$ cat config.mk
export PLATFORM = sky130hd
export DESIGN_NAME = apb_slave_regfile_flat
export DESIGN_NICKNAME = d
export VERILOG_FILES = /design/src/rtl/apb_slave_regfile_if.sv /design/src/rtl/apb_slave_regfile.sv /design/src/flat_wrapper.sv
export SDC_FILE = /design/constraint.sdc
export NUM_CORES = 1
export LEC_CHECK = 0
export CAP_MARGIN = 10
export CORE_MARGIN = 1
export CORE_UTILIZATION = 45
export CTS_CLUSTER_DIAMETER = 80
export DETAILED_ROUTE_END_ITERATION = 10
export MAX_ROUTING_LAYER = met4
export SLEW_MARGIN = 40
export SYNTH_ARGS = -nofsm -noshare
export SYNTH_HDL_FRONTEND = slang
export SYNTH_SLANG_ARGS = --single-unit
$ cat constraint.sdc
create_clock -name clk -period 7 [get_ports clk]
set_input_delay 0.7 -clock clk [delete_from_list [all_inputs] [get_ports clk]]
set_output_delay 0.7 -clock clk [all_outputs]
set_load 0.02 [all_outputs]
$ cat src/rtl/apb_slave_regfile_if.sv
// -----------------------------------------------------------------------------
// apb_slave_regfile_if
//
// Purpose: bundles the APB bus signals between a master and the
// apb_slave_regfile register bank.
//
// Signals:
//   sel, enable, write  - PSEL / PENABLE / PWRITE (master -> slave)
//   addr                - byte address (master -> slave)
//   wdata, strb         - write data and byte strobes (master -> slave)
//   prot                - protection, bit 0 = privileged (master -> slave)
//   other_error         - injected error request, setup phase (master -> slave)
//   rdata               - registered read data (slave -> master)
//   ready               - registered PREADY (slave -> master)
//   slave_error         - registered PSLVERR, valid while ready=1 (slave -> master)
//
// Handshake: a transfer starts when sel=1 & enable=0 is sampled (setup phase).
// The master then raises enable and holds sel until it samples ready=1, which
// ends the transfer. Dropping sel before ready aborts the transfer.
// -----------------------------------------------------------------------------
interface apb_slave_regfile_if #(
   parameter int ADDR_WIDTH = 16,
   parameter int DATA_WIDTH = 32
);
   logic                    sel;
   logic                    enable;
   logic                    write;
   logic [ADDR_WIDTH-1:0]   addr;
   logic [DATA_WIDTH-1:0]   wdata;
   logic [DATA_WIDTH/8-1:0] strb;
   logic [2:0]              prot;
   logic                    other_error;
   logic [DATA_WIDTH-1:0]   rdata;
   logic                    ready;
   logic                    slave_error;

   modport master (
      output sel, enable, write, addr, wdata, strb, prot, other_error,
      input  rdata, ready, slave_error
   );

   modport slave (
      input  sel, enable, write, addr, wdata, strb, prot, other_error,
      output rdata, ready, slave_error
   );
endinterface

$ cat src/rtl/apb_slave_regfile.sv
// -----------------------------------------------------------------------------
// apb_slave_regfile
//
// Purpose: APB slave terminating transfers into a bank of REG_NUM 32-bit
// registers. Register 0 is a read-only ID; registers 1..REG_NUM-1 are
// read/write with byte strobes. Upper half of the map needs privileged
// (prot[0]=1) writes. Supports a fixed number of wait states and error
// responses for bad addresses, illegal writes and injected errors.
//
// Ports:
//   clk        - clock, rising edge
//   rstn       - synchronous active-low reset
//   bus        - APB slave modport (sel/enable/write/addr/wdata/strb/prot/
//                other_error in; rdata/ready/slave_error out, all registered)
//   dbg_state  - current FSM state (0 IDLE, 1 SETUP, 2 WAIT, 3 DONE)
//
// Handshake: a transfer is captured when sel=1 & enable=0 is sampled. With
// sel=1 & enable=1 the slave walks SETUP -> (WAIT x WAIT_CYCLES) -> DONE;
// ready=1 only in DONE. sel=0 before DONE aborts with no side effects.
// -----------------------------------------------------------------------------
module apb_slave_regfile #(
   parameter int                    ADDR_WIDTH  = 16,
   parameter int                    DATA_WIDTH  = 32,   // must be 32
   parameter int                    REG_NUM     = 16,   // power of two, 4..64
   parameter int                    WAIT_CYCLES = 0,    // 0..15
   parameter logic [DATA_WIDTH-1:0] ID_VALUE    = 32'h4150_0001
) (
   input  logic                clk,
   input  logic                rstn,
   apb_slave_regfile_if.slave  bus,
   output logic [1:0]          dbg_state
);

   localparam int IDX_W  = $clog2(REG_NUM);
   localparam int STRB_W = DATA_WIDTH / 8;
   localparam int BIDX_W = ADDR_WIDTH - 2;

   localparam logic [BIDX_W-1:0] REG_LIMIT  = BIDX_W'(REG_NUM);
   localparam logic [BIDX_W-1:0] PRIV_LIMIT = BIDX_W'(REG_NUM / 2);
   localparam logic [3:0]        WAIT_LOAD  = 4'(WAIT_CYCLES);

   typedef enum logic [1:0] {
      ST_IDLE  = 2'd0,
      ST_SETUP = 2'd1,
      ST_WAIT  = 2'd2,
      ST_DONE  = 2'd3
   } state_t;

   state_t                state_q, state_d;

   // Captured setup-phase control
   logic                  wr_q, wr_d;
   logic [IDX_W-1:0]      idx_q, idx_d;
   logic [DATA_WIDTH-1:0] wdata_q, wdata_d;
   logic [STRB_W-1:0]     strb_q, strb_d;
   logic                  err_q, err_d;
   logic [3:0]            cnt_q, cnt_d;

   // Registered bus outputs
   logic [DATA_WIDTH-1:0] rdata_q, rdata_d;
   logic                  ready_q, ready_d;
   logic                  slverr_q, slverr_d;

   // Register bank; entry 0 stays zero, reads of index 0 return ID_VALUE
   logic [DATA_WIDTH-1:0] regs_q [REG_NUM];
   logic [DATA_WIDTH-1:0] regs_d [REG_NUM];

   logic [BIDX_W-1:0]     bus_idx;
   logic                  setup_err;
   logic                  capture;
   logic                  enter_done;
   logic                  unused_prot;

   assign bus_idx     = bus.addr[ADDR_WIDTH-1:2];
   assign unused_prot = ^bus.prot[2:1];

   // Error decision from the live setup-phase inputs; only latched on capture.
   always_comb begin
      setup_err = 1'b0;
      if (bus.addr[1:0] != 2'b00)                              setup_err = 1'b1;
      if (bus_idx >= REG_LIMIT)                                setup_err = 1'b1;
      if (bus.write && (bus_idx == '0))                        setup_err = 1'b1;
      if (bus.write && !bus.prot[0] && (bus_idx >= PRIV_LIMIT)) setup_err = 1'b1;
      if (bus.other_error)                                     setup_err = 1'b1;
   end

   // ---------------------------------------------------------------------------
   // FSM: state register
   // ---------------------------------------------------------------------------
   always_ff @(posedge clk) begin
      if (!rstn) begin
         state_q <= ST_IDLE;
      end else begin
         state_q <= state_d;
      end
   end

   // ---------------------------------------------------------------------------
   // FSM: next-state logic
   // ---------------------------------------------------------------------------
   always_comb begin
      state_d = state_q;
      unique case (state_q)
         ST_IDLE: begin
            if (bus.sel && !bus.enable) state_d = ST_SETUP;
         end
         ST_SETUP: begin
            // enable may lag by a cycle; stay here until it shows up
            if (!bus.sel)          state_d = ST_IDLE;
            else if (bus.enable)   state_d = (WAIT_CYCLES == 0) ? ST_DONE : ST_WAIT;
         end
         ST_WAIT: begin
            if (!bus.sel)          state_d = ST_IDLE;
            else if (cnt_q <= 4'd1) state_d = ST_DONE;
         end
         ST_DONE: begin
            // a new setup phase right after completion chains without idling
            if (bus.sel && !bus.enable) state_d = ST_SETUP;
            else                        state_d = ST_IDLE;
         end
         default: state_d = ST_IDLE;
      endcase
   end

   // ---------------------------------------------------------------------------
   // FSM: outputs (registered, so decoded from the next state)
   // ---------------------------------------------------------------------------
   always_comb begin
      ready_d  = (state_d == ST_DONE);
      // err_q is stable here: capture never coincides with entering DONE
      slverr_d = (state_d == ST_DONE) && err_q;
   end

   // ---------------------------------------------------------------------------
   // Datapath: capture, wait counter, register commit and read return
   // ---------------------------------------------------------------------------
   always_comb begin
      capture    = (state_d == ST_SETUP) && (state_q != ST_SETUP);
      enter_done = (state_d == ST_DONE) && (state_q != ST_DONE);

      wr_d    = wr_q;
      idx_d   = idx_q;
      wdata_d = wdata_q;
      strb_d  = strb_q;
      err_d   = err_q;
      cnt_d   = cnt_q;
      rdata_d = rdata_q;
      regs_d  = regs_q;

      if (capture) begin
         wr_d    = bus.write;
         idx_d   = bus_idx[IDX_W-1:0];
         wdata_d = bus.wdata;
         strb_d  = bus.strb;
         err_d   = setup_err;
         cnt_d   = WAIT_LOAD;
      end else if (state_q == ST_WAIT) begin
         cnt_d = cnt_q - 4'd1;
      end

      if (enter_done) begin
         if (err_q) begin
            // errored reads return zero; errored writes leave rdata alone
            if (!wr_q) rdata_d = '0;
         end else if (wr_q) begin
            for (int i = 0; i < STRB_W; i++) begin
               if (strb_q[i]) regs_d[idx_q][8*i +: 8] = wdata_q[8*i +: 8];
            end
         end else begin
            rdata_d = (idx_q == '0) ? ID_VALUE : regs_q[idx_q];
         end
      end
   end

   always_ff @(posedge clk) begin
      if (!rstn) begin
         wr_q     <= 1'b0;
         idx_q    <= '0;
         wdata_q  <= '0;
         strb_q   <= '0;
         err_q    <= 1'b0;
         cnt_q    <= '0;
         rdata_q  <= '0;
         ready_q  <= 1'b0;
         slverr_q <= 1'b0;
         for (int i = 0; i < REG_NUM; i++) regs_q[i] <= '0;
      end else begin
         wr_q     <= wr_d;
         idx_q    <= idx_d;
         wdata_q  <= wdata_d;
         strb_q   <= strb_d;
         err_q    <= err_d;
         cnt_q    <= cnt_d;
         rdata_q  <= rdata_d;
         ready_q  <= ready_d;
         slverr_q <= slverr_d;
         regs_q   <= regs_d;
      end
   end

   assign bus.rdata       = rdata_q;
   assign bus.ready       = ready_q;
   assign bus.slave_error = slverr_q;
   assign dbg_state       = state_q;

endmodule
$ cat src/flat_wrapper.sv
// flat-port wrapper written by rule: the top's interface ports become plain ports
module apb_slave_regfile_flat 
#(
   parameter int                    ADDR_WIDTH  = 16,
   parameter int                    DATA_WIDTH  = 32,                
   parameter int                    REG_NUM     = 16,                         
   parameter int                    WAIT_CYCLES = 0,            
   parameter logic [DATA_WIDTH-1:0] ID_VALUE    = 32'h4150_0001
)
  (clk, rstn, dbg_state, bus_sel, bus_enable, bus_write, bus_addr, bus_wdata, bus_strb, bus_prot, bus_other_error, bus_rdata, bus_ready, bus_slave_error);
  apb_slave_regfile_if #(.ADDR_WIDTH(ADDR_WIDTH), .DATA_WIDTH(DATA_WIDTH)) bus_i ();
  input  logic clk;
  input  logic rstn;
  output logic [1:0] dbg_state;
  input wire logic [$bits(bus_i.sel)-1:0] bus_sel;
  input wire logic [$bits(bus_i.enable)-1:0] bus_enable;
  input wire logic [$bits(bus_i.write)-1:0] bus_write;
  input wire logic [$bits(bus_i.addr)-1:0] bus_addr;
  input wire logic [$bits(bus_i.wdata)-1:0] bus_wdata;
  input wire logic [$bits(bus_i.strb)-1:0] bus_strb;
  input wire logic [$bits(bus_i.prot)-1:0] bus_prot;
  input wire logic [$bits(bus_i.other_error)-1:0] bus_other_error;
  output wire logic [$bits(bus_i.rdata)-1:0] bus_rdata;
  output wire logic [$bits(bus_i.ready)-1:0] bus_ready;
  output wire logic [$bits(bus_i.slave_error)-1:0] bus_slave_error;
  assign bus_i.sel = bus_sel;
  assign bus_i.enable = bus_enable;
  assign bus_i.write = bus_write;
  assign bus_i.addr = bus_addr;
  assign bus_i.wdata = bus_wdata;
  assign bus_i.strb = bus_strb;
  assign bus_i.prot = bus_prot;
  assign bus_i.other_error = bus_other_error;
  assign bus_rdata = bus_i.rdata;
  assign bus_ready = bus_i.ready;
  assign bus_slave_error = bus_i.slave_error;
  apb_slave_regfile #(.ADDR_WIDTH(ADDR_WIDTH), .DATA_WIDTH(DATA_WIDTH), .REG_NUM(REG_NUM), .WAIT_CYCLES(WAIT_CYCLES), .ID_VALUE(ID_VALUE)) u_core (.clk(clk), .rstn(rstn), .bus(bus_i), .dbg_state(dbg_state));
endmodule
* After elaboration in Yosys (flattened, before gate mapping)
Cells that the tools add are included.
Cells by class: add/subtract/negate cells 1, multipliers 0, divide/modulo/power cells 0, $lt $le $gt $ge 5, eq/ne operators 7, shifts and indexed selects 0, multiplexer cells 44, bitwise gates (word level) 4, reduce and logical (&&, ||, !) cells 17
Operators by type and width (count):
- two-way mux 512 bit | 13
- bitwise mux 512 bit | 4
- demux 32 bit (select 4 bit) | 4
- two-way mux 32 bit | 7
- binary-select mux 32 bit (select 4 bit) | 1
- two-way mux 24 bit | 1
- two-way mux 16 bit | 1
- greater-or-equal comparator 14 x 4 -> 1 bit, second input constant | 1
- greater-or-equal comparator 14 x 5 -> 1 bit, second input constant | 1
- zero test 14 bit | 1
- two-way mux 2 bit | 5
- logical AND 1 bit | 8
- two-way mux 8 bit | 1
- case mux 2 bit (4 select lines) | 1
- == test 2 bit, second input constant | 3
- two-way mux 1 bit | 6
- greater-or-equal comparator 5 bit, second input constant | 1
- less-than comparator 5 x 1 -> 1 bit, second input constant | 1
- NOT 4 -> 5 bit | 1
- == test 2 x 1 -> 1 bit, second input constant | 2
- less-or-equal comparator 4 x 1 -> 1 bit, second input constant | 1
- zero test 4 bit | 1
- subtractor 4 x 1 -> 4 bit, second input constant | 1
- NOT 1 bit | 3
- other kinds (8) | 9
Storage, ports and cells: bits in registers 594, latch bits 0, memory bits (writable) 0, memory bits (read-only) 0, input port bits 61, output and inout port bits 36, logic and storage cells 104, memories kept 0

* Longest topological paths before layout
Gate-level depths: netlist (run 1).
depth after elaboration 22, mapped depth 10, depth with buffers taken out 7

* Worst setup path after synthesis (run 1)
Ideal clock, no wire load.
path kind input to register, start point input port bus_enable, end point register u_core.regs_q[342] (netlist name), library setup time 132 ps, arrival time 2368 ps, data required time 6868 ps, slack 4500 ps, stages 5, buffers on the path 1, cell sequence maj3_1 > a2111oi_4 > buf_6 > nand3_4 > mux2i_1
On the way: word-level cells in the longest chain between the ends 7, elaborated cells on any way between the ends 10, those cells by class 1 x eq/ne; 5 x mux; 4 x reduce/logical
RTL lines:
- start: declaration | line flat_wrapper.sv:16 | input wire logic [$bits(bus_i.enable)-1:0] bus_enable;
- zero test 1 bit | line apb_slave_regfile.sv:105, apb_slave_regfile.sv:118
- logical AND 1 bit | line apb_slave_regfile.sv:105, apb_slave_regfile.sv:118
- two-way mux 1 bit or two-way mux 2 bit (tied branches) | line apb_slave_regfile.sv:118, apb_slave_regfile.sv:105
- case mux 2 bit (4 select lines) * | line apb_slave_regfile.sv:103 | unique case (state_q)
- == test 2 bit * | line apb_slave_regfile.sv:139 | enter_done = (state_d == ST_DONE) && (state_q != ST_DONE);
- logical AND 1 bit * | line apb_slave_regfile.sv:139
- AND reduction 3 bit (no source line) *
- end signal: assignment | line apb_slave_regfile.sv:197 | regs_q <= regs_d;
- end: declaration | line apb_slave_regfile.sv:65 | logic [DATA_WIDTH-1:0] regs_q [REG_NUM];
Every way passes the cells marked *; elsewhere a longest branch is shown, timed or not. A chain may end at the register's enable or synchronous reset.

* Final worst setup path (run 1)
start point register u_core.cnt_q[0], end point register u_core.regs_q[449] (netlist name)
On the way: word-level cells in the longest chain between the ends 7
RTL lines:
- start: declaration | line apb_slave_regfile.sv:57 | logic [3:0] cnt_q, cnt_d;
- start signal: assignment | line apb_slave_regfile.sv:193 | cnt_q <= cnt_d;
- less-or-equal comparator 4 x 1 -> 1 bit | line apb_slave_regfile.sv:114 | else if (cnt_q <= 4'd1) state_d = ST_DONE;
- two-way mux 2 bit | line apb_slave_regfile.sv:114
- two-way mux 2 bit | line apb_slave_regfile.sv:113 | if (!bus.sel) state_d = ST_IDLE;
- case mux 2 bit (4 select lines) | line apb_slave_regfile.sv:103
- == test 2 bit | line apb_slave_regfile.sv:139
- logical AND 1 bit | line apb_slave_regfile.sv:139
- AND reduction 3 bit (no source line)
Every way passes these cells.

==> parameters.txt, run 1 <==
Parameter                              Value

Run status
  Status    completed

Power
  Areal power density over the cells    240.2 nW/um^2
  Leak Pwr    11.91 nW
  Power consumption    6.932 mW
  Worst VDD drop    0.1860 mV

Routing
  Number of remaining DRC errors    0
  Post-DR vias/cell    5.494
  Starting DRC count in detailed routing    1165
  Initial DRT Pass Iterations    5
  Detail Route Antenna Nets    0
  Average wire per cell in the routed design    20.24 um
  Wirelength, routed    63.90 mm
  Detailed-route via count    between 15000 and 20000

Global route
  Wire length of the first global-routing pass    100.8 mm
  Antenna violations before repair    0
  Largest net degree at the start of global routing    218
  Number of global-route vias before repair    17520
  Aggregate global-route resource usage    23.33%
  Grt total ovfl    0

Synthesis
  Number of enable flip-flop cells after synthesis    0
  Primary FF master, synth    sky130_fd_sc_hd__dfxtp_1
  Syn nets    2440
  Synthesized flop and latch total    590
  Cell variety after synth    53
  Sequential share of the synthesized area    46.40%
  Share of synthesized registers carrying an async set or reset    0%
  Proportion of netlist area held by the largest area contributor    46.40%
  Leading area contributor after synthesis    sky130_fd_sc_hd__dfxtp_1
  Count of mapped cells out of synthesis    2377
  Yosys warnings    0
  Top cells by area in the synthesized netlist    sky130_fd_sc_hd__dfxtp_1 (46%), sky130_fd_sc_hd__mux2i_1 (21%), sky130_fd_sc_hd__mux4_2 (11%), sky130_fd_sc_hd__nand2_1 (9.5%), sky130_fd_sc_hd__clkbuf_1 (2.1%)
  Post-synthesis average cell area    10.71 sq um
  Summed instance area of the synthesized netlist    25450 sq um

Clocking
  Post-cts resize count    0
  Clock tree from TritonCTS    built
  CTS sink cnt    590
  Post-CTS setup buffer count    0
  Root Buffer    sky130_fd_sc_hd__clkbuf_16
  Level count of the clock H-tree    2
  Number of buffers created by CTS    60
  Clk_lat worst skew    0.63 ns
  Total of hold buffers inserted after clock tree synthesis    0
  Clock slew seen by the registers of the worst setup and hold paths    roughly 0.060 ns
  Clock Tree Buf Depth    3

Timing
  Headroom to the max-slew limit    around 46%
  Clock Skew    0.02209 ns
  Final number of hold-violating endpoints    0
  Slew Limit Fails    0
  Setup_tns    0 ns
  Final setup violating endpoints    0
  Period utilisation layout    46.99%
  Transition time at the pin with the least slew margin    0.8129 ns
  Fmax achieved    0.3040 GHz
  Min Clock Period, post-route    3.289 ns
  Unrepaired setup endpoints after global routing    no
  WHS    0.4549 ns

Placed design
  IO buf count    94
  Half-perimeter wire length after placement    around 38 mm
  Inst Count DP    3043
  GP Congestion    about 0.76

Die
  Chip width    239.8 um
  DIE HEIGHT    239.8 um
  Starting density of the core    between 40% and 50%
  Die area    57520 sq um
  Cell Rows    86
  Core area    55520 sq um
  Count of pins on the block boundary    97

Critical path
  R2r startpoint    u_core.cnt_q[0]
  Maximum fanout along the worst path    8
  Data arrival time of the critical path    approximately 3.8 ns
  Startpoint kind of the worst setup timing path    flip-flop
  Element type at the critical path end    flip-flop
  Endpoint of the worst register-to-register path    u_core.regs_q[449]
  Required arrival time at the worst endpoint    7.54 ns
  Setup slack on the worst flop-to-flop path    3.71 ns
  Cell depth of the worst flop-to-flop path    8
  Worst Path Class, Setup    flip-flop to flip-flop

Final layout
  Net count of the finished layout    ~2400
  Post-layout instance count excluding filler cells    about 3200
  Relative area change from synthesis to final layout    13.38%
  Fraction of final layout cells with drive strength greater than 1    12.41%
  Number of inserted filler cells in the final layout    4953
  Ant. Diodes    0

Hold path
  Worst Hold Depth    2
  Hold WC Path Type    flip-flop to flip-flop
  Worst Hold Endpoint    u_core.regs_q[500]
  Startpoint of the most critical hold path    u_core.regs_q[500]

Flow run
  Maximum capacitance violations    0
[cells in the mapped netlist, drive strengths merged, types with 10 or more instances]
library cell and n:
mux4 123, nand3 19, nand4 11, o21ai 31, clkbuf 145, and3 13, nand2 650, nor3 10
a21boi 42, a22oi 29, nor2 15, mux2i 545, buf 51, dfxtp 590, a22o 31, and2 11
[cells in the final DEF, fill, tap and decap left out, types with 4 or more instances in the layout]
cell and n:
sky130_fd_sc_hd__clkdlybuf4s50_1 93, sky130_fd_sc_hd__nand2_1 642, sky130_fd_sc_hd__clkbuf_1 16, sky130_fd_sc_hd__nand3_2 15, sky130_fd_sc_hd__buf_4 16, sky130_fd_sc_hd__clkinv_2 10, sky130_fd_sc_hd__mux2i_1 545, sky130_fd_sc_hd__a21oi_1 4
sky130_fd_sc_hd__nor2_1 14, sky130_fd_sc_hd__and2_1 10, sky130_fd_sc_hd__nor3_4 6, sky130_fd_sc_hd__a21boi_0 41, sky130_fd_sc_hd__inv_1 9, sky130_fd_sc_hd__clkbuf_16 61, sky130_fd_sc_hd__dfxtp_1 586, sky130_fd_sc_hd__nor3_1 4
sky130_fd_sc_hd__nand4_4 10, sky130_fd_sc_hd__mux4_2 123, sky130_fd_sc_hd__a22o_1 31, sky130_fd_sc_hd__nand2b_1 7, sky130_fd_sc_hd__clkbuf_8 20, sky130_fd_sc_hd__o21ai_0 30, sky130_fd_sc_hd__a22oi_1 29, sky130_fd_sc_hd__a211oi_1 4
sky130_fd_sc_hd__nand2_2 8, sky130_fd_sc_hd__and3_1 13
[worst max-delay path by stage]
stage                                from                    to  slack (ns)  depth (start not counted)
after floorplan                bus_enable    u_core.regs_q[342]        4.50                          5
after global placement         bus_enable    u_core.regs_q[452]        3.08                          5
after detailed placement       bus_enable  u_core.bus.rdata[25]        3.21                          7
after CTS                 u_core.cnt_q[0]    u_core.regs_q[449]        3.70                          8
after global routing      u_core.cnt_q[0]    u_core.regs_q[454]        3.53                          8
final                     u_core.cnt_q[0]    u_core.regs_q[449]        3.71                          8
[per-stage QoR]
stage | setup slack, ns | utilization [%] | instance area, sq um
6_report | 3.711 | 51.98 | 28860
5_1_grt | 3.529 | 51.98 | 28860
4_1_cts | 3.697 | 51.90 | 28820
3_5_place_dp | 3.208 | 48.27 | 26800
3_3_place_gp | 3.082 | 48.24 | 26780
2_1_floorplan | 4.500 | - | 25450
[cell type report]
class,count,area (sq um),area share (%)
multi-input combinational,1582,12870,44.60
sequential,590,11820,40.97
clock buffer,97,1862,6.451
timing repair buffer,116,1176,4.075
tap,748,935.9,3.243
clock inverter,15,157.7,0.5462
inverter,9,33.78,0.1171
[worst max-delay path, stage by stage (launching register included)]
cell                        delay, ns
sky130_fd_sc_hd__dfxtp_1         0.34
sky130_fd_sc_hd__inv_1           0.08
sky130_fd_sc_hd__ha_1            0.17
sky130_fd_sc_hd__nor2_1          0.04
sky130_fd_sc_hd__or4_1           0.67
sky130_fd_sc_hd__a2111oi_4       0.73
sky130_fd_sc_hd__buf_6           0.22
sky130_fd_sc_hd__nand3_1         0.59
sky130_fd_sc_hd__mux2i_1         0.35
[report_power, final]
| part | switching, mW | leakage, nW | internal [mW] | total [mW] |
|---|---|---|---|---|
| Clock | 1.36 | 1.00 | 1.92 | 3.28 |
| Combinational | 0.173 | 6.15 | 0.0915 | 0.265 |
| Sequential | 0.0231 | 4.76 | 3.37 | 3.39 |
[registers in the layout (all words and copies together), names as in the netlist]
signal and flops:
u_core.cnt_q 4, u_core.wr_q 1, u_core.err_q 1, u_core.strb_q 4
u_core.bus.rdata 32, u_core.wdata_q 32, u_core.bus.slave_error 1, u_core.dbg_state 2
u_core.bus.ready 1, u_core.regs_q 508, u_core.idx_q 4
[logic make-up after synthesis]
logic type	synth area share [%]
AND/OR/NAND/NOR	13.30
buffers and inverters	3.220
flip-flops	46.40
XOR/XNOR	0.1032
adder cells (fa/ha/maj)	0.1376
multiplexers	32.31
AO/OA/AOI/OAI	4.527
[metal layers]
metal	wire length, um	vias up	share of wire (%)	track usage [%]
met5	0	-	0	-
met4	1947	0	3.0	8.029
met3	2843	109	4.4	3.296
met2	29570	346	46	36.92
met1	29540	8621	46	30.59
li1	-	8269	-	-
(Power assumes the default switching activity.)
==> run 2, diff against run 1 <==
==> constraint.sdc (replaced) <==
create_clock -name clk -period 2.6 [get_ports clk]
set_input_delay 0.26 -clock clk [delete_from_list [all_inputs] [get_ports clk]]
set_output_delay 0.26 -clock clk [all_outputs]
set_load 0.02 [all_outputs]
==> run 2 against run 1 <==
Critical path type unchanged. The flow now finishes with violations (setup timing). Count of clock-buffer cells in the layout decreased by 11. Wire length up 4.2%. Global-route usage increased by 0.59 points. Critical path depth is 2 higher. Largest power group is now the clock network. Maximum frequency grew 26%. Sequential cell count unchanged. Sequential power increased to 2.7 times the previous value. Non-clock buffer count increased by 135. First-iteration DRC count grew 0.94%. Cell area grew 6.8%. Clock skew is 0.0022 ns higher.
==> parameters.txt, run 2 (synthesized netlist as in run 1, its figures left out) <==
Parameter                              Value

Placed design
  IO buf count    94 (unchanged)
  GP Congestion    0.7938 (was 0.7618)
  DP Area    28350 sq um (was 26800 sq um)
  Placement Setup Slack    -0.1349 ns (was 3.208 ns)
  Inst Count DP    3174 (was 3043)
  Half-perimeter wire length after placement    42.50 mm (was 37.71 mm)

Timing
  Fmax achieved    0.3827 GHz (was 0.3040 GHz)
  Min Clock Period, post-route    2.613 ns (was 3.289 ns)
  Transition time at the pin with the least slew margin    0.7887 ns (was 0.8129 ns)
  Final setup violating endpoints    6 (was 0)
  Final number of hold-violating endpoints    0 (unchanged)
  Setup_tns    -0.04262 ns (was 0 ns)
  Final worst-path setup slack    -0.01324 ns (was 3.711 ns)
  Clock Skew    0.02432 ns (was 0.02209 ns)
  Unrepaired setup endpoints after global routing    yes (was no)
  Slew Limit Fails    0 (unchanged)
  WHS    0.04243 ns (was 0.4549 ns)
  Period utilisation layout    100.5% (was 46.99%)
  Headroom to the max-slew limit    47.35% (was 45.66%)

Die
  Core area    55520 sq um (unchanged)
  DIE HEIGHT    239.8 um (unchanged)
  Count of pins on the block boundary    97 (unchanged)
  Starting density of the core    45.84% (unchanged)
  Cell Rows    86 (unchanged)
  Die area    57520 sq um (unchanged)
  Chip width    239.8 um (unchanged)

Routing
  Detailed-route via count    17990 (was 17350)
  Post-DR vias/cell    5.459 (was 5.494)
  Average wire per cell in the routed design    20.21 um (was 20.24 um)
  Detail Route Antenna Nets    0 (unchanged)
  Initial DRT Pass Iterations    7 (was 5)
  Number of remaining DRC errors    0 (unchanged)
  Starting DRC count in detailed routing    1176 (was 1165)
  Wirelength, routed    66.60 mm (was 63.90 mm)

Critical path
  Chain of cells forming the critical path    inv_4 > ha_4 > nor2_2 > or4_4 > buf_6 > a2111oi_4 > buf_6 > buf_12 > nand4_4 > mux2i_1 (was inv_1 > ha_1 > nor2_1 > or4_1 > a2111oi_4 > buf_6 > nand3_1 > mux2i_1)
  Logic depth of the worst path, buffers included    10 (was 8)
  Worst Path Class, Setup    flip-flop to flip-flop (unchanged)
  Delay of the slowest cell on the worst path    0.52 ns (was 0.73 ns)
  Required arrival time at the worst endpoint    3.06 ns (was 7.54 ns)
  Startpoint kind of the worst setup timing path    flip-flop (unchanged)
  Combined buffer and inverter count along the critical path    4 (was 2)
  Family of cells with the greatest summed delay on the critical path    simple AND/OR/NAND/NOR gates (unchanged)
  Cell depth of the worst flop-to-flop path    10 (was 8)
  Maximum fanout along the worst path    8 (unchanged)
  Setup slack on the worst flop-to-flop path    -0.01 ns (was 3.71 ns)
  Last element of the critical path    u_core.regs_q[126] (was u_core.regs_q[449])
  Worst-path cell with the longest stage delay    sky130_fd_sc_hd__or4_4 (was sky130_fd_sc_hd__a2111oi_4)
  Endpoint of the worst register-to-register path    u_core.regs_q[126] (was u_core.regs_q[449])
  Element type at the critical path end    flip-flop (unchanged)
  Critical path launch point    u_core.cnt_q[1] (was u_core.cnt_q[0])
  Data arrival time of the critical path    3.07 ns (was 3.83 ns)
  Critical Path Most Common Cell    sky130_fd_sc_hd__buf_6
  R2r startpoint    u_core.cnt_q[1] (was u_core.cnt_q[0])

Clocking
  Clock Tree Buf Depth    3 (unchanged)
  Clock tree from TritonCTS    built (unchanged)
  CTS sink cnt    590 (unchanged)
  Clk_lat worst skew    0.63 ns (about the same)
  Number of buffers created by CTS    61 (was 60)
  Clock slew seen by the registers of the worst setup and hold paths    0.06 ns (about the same)
  Level count of the clock H-tree    2 (unchanged)
  Root Buffer    sky130_fd_sc_hd__clkbuf_16 (unchanged)

Run status
  Violated checks    setup timing
  Status    finished with violations (was completed)

Final layout
  Net count of the finished layout    2558 (was 2422)
  Fraction of final layout cells with drive strength greater than 1    18.10% (was 12.41%)
  Post-layout instance count excluding filler cells    3295 (was 3157)
  Total non-filler cell area in the finished layout    30830 sq um (was 28860 sq um)
  Relative area change from synthesis to final layout    21.11% (was 13.38%)
  Highest-count cells in the layout ignoring fill and taps    sky130_fd_sc_hd__nand2_1 (642), sky130_fd_sc_hd__dfxtp_1 (584), sky130_fd_sc_hd__mux2i_1 (543) (was sky130_fd_sc_hd__nand2_1 (642), sky130_fd_sc_hd__dfxtp_1 (586), sky130_fd_sc_hd__mux2i_1 (545))
  Most common cell after layout, fill and taps aside    sky130_fd_sc_hd__nand2_1 (unchanged)
  Share of the core filled with cells in the final layout    55.52% (was 51.98%)
  Number of flip-flops in the largest register    508 (unchanged)
  Ant. Diodes    0 (unchanged)
  Register bank with the most flops    u_core.regs_q (unchanged)

Hold path
  Hold WC Path Type    primary input to flip-flop (was flip-flop to flip-flop)
  Startpoint of the most critical hold path    rstn (was u_core.regs_q[500])

Power
  Flop pwr share    47.0% (was 48.9%)
  Combinational fraction of design power    4.1% (was 3.8%)
  Worst VDD drop    0.5685 mV (was 0.1860 mV)
  Areal power density over the cells    629.0 nW/um^2 (was 240.2 nW/um^2)
  Power consumption    19.39 mW (was 6.932 mW)
  Net load switching power    4.217 mW (was 1.554 mW)
  Switching share of total power    21.75% (was 22.41%)
  Leak Pwr    12.90 nW (was 11.91 nW)
  Clock power share    48.9% (was 47.2%)
  Pint    15.17 mW (was 5.378 mW)

Global route
  Wire length of the first global-routing pass    103.2 mm (was 100.8 mm)
  Grt total ovfl    0 (unchanged)
  Largest net degree at the start of global routing    103 (was 218)
  Aggregate global-route resource usage    23.92% (was 23.33%)
  Antenna violations before repair    0 (unchanged)
  Number of global-route vias before repair    18370 (was 17520)

Flow run
  Maximum capacitance violations    0 (unchanged)
## run 2: area by class of cell
cell class,instances,area (sq um)
repair buffers,251,2860
multi-input cells,1582,12950
flip-flops and latches,590,11830
well taps,748,935.9
fillers,4789,24700
inverters,9,38.79
clock buffers,86,1803
clock inverters,29,409.1
## run 2: how the worst min path moves through the flow
| stage | slack (ns) | cells after the start | endpoint |
|---|---|---|---|
| detailed placement | 0.44 | 2 | u_core.regs_q[173] |
| finish | 0.04 | 2 | u_core.wdata_q[1] |
| global placement | 0.44 | 2 | u_core.regs_q[70] |
| global route | 0.04 | 2 | u_core.wdata_q[3] |
| floorplan | 0.39 | 2 | u_core.dbg_state[1] |
| CTS | 0.01 | 2 | u_core.wdata_q[3] |
## run 2: routing by layer
layer  part of all wire, %  track usage (%)
met3                   4.0            3.112
met5                     0                -
met2                    48            39.05
met4                   2.8            8.357
met1                    45            30.48
## run 2: worst register-to-register path, stage by stage (launching register included)
cell and delay (ns):
sky130_fd_sc_hd__dfxtp_2 0.34, sky130_fd_sc_hd__inv_4 0.08, sky130_fd_sc_hd__ha_4 0.13, sky130_fd_sc_hd__nor2_2 0.03, sky130_fd_sc_hd__or4_4 0.52, sky130_fd_sc_hd__buf_6 0.16
sky130_fd_sc_hd__a2111oi_4 0.35, sky130_fd_sc_hd__buf_6 0.19, sky130_fd_sc_hd__buf_12 0.16, sky130_fd_sc_hd__nand4_4 0.27, sky130_fd_sc_hd__mux2i_1 0.21
## run 2: power by group through the flow
stage / Sequential [mW] / Combinational (mW) / Clock [mW]
floorplan: 9.29 / 0.488 / 0
global placement: 9.32 / 0.783 / 0
detailed placement: 9.32 / 0.797 / 0
CTS: 9.12 / 0.799 / 9.67
global route: 9.12 / 0.855 / 10.1
finish: 9.12 / 0.793 / 9.48
## run 2: timing repair
action                                  CTS  global route
endpoints found under the setup margin   23           412
hold buffers                              0             0
pin swaps                                 0             5
setup buffers                             0             3
gates cloned                              0             3
resized for setup                         2            47
==> run 3, diff against run 2 <==
--- a/config.mk
+++ b/config.mk
@@ -6,7 +6,6 @@
 export NUM_CORES = 1
 export LEC_CHECK = 0
 export CAP_MARGIN = 10
-export CORE_MARGIN = 1
 export CORE_UTILIZATION = 45
 export CTS_CLUSTER_DIAMETER = 80
 export DETAILED_ROUTE_END_ITERATION = 10
==> results of run 3 <==
Final layout, timing and power as in run 2 (identical DEF).
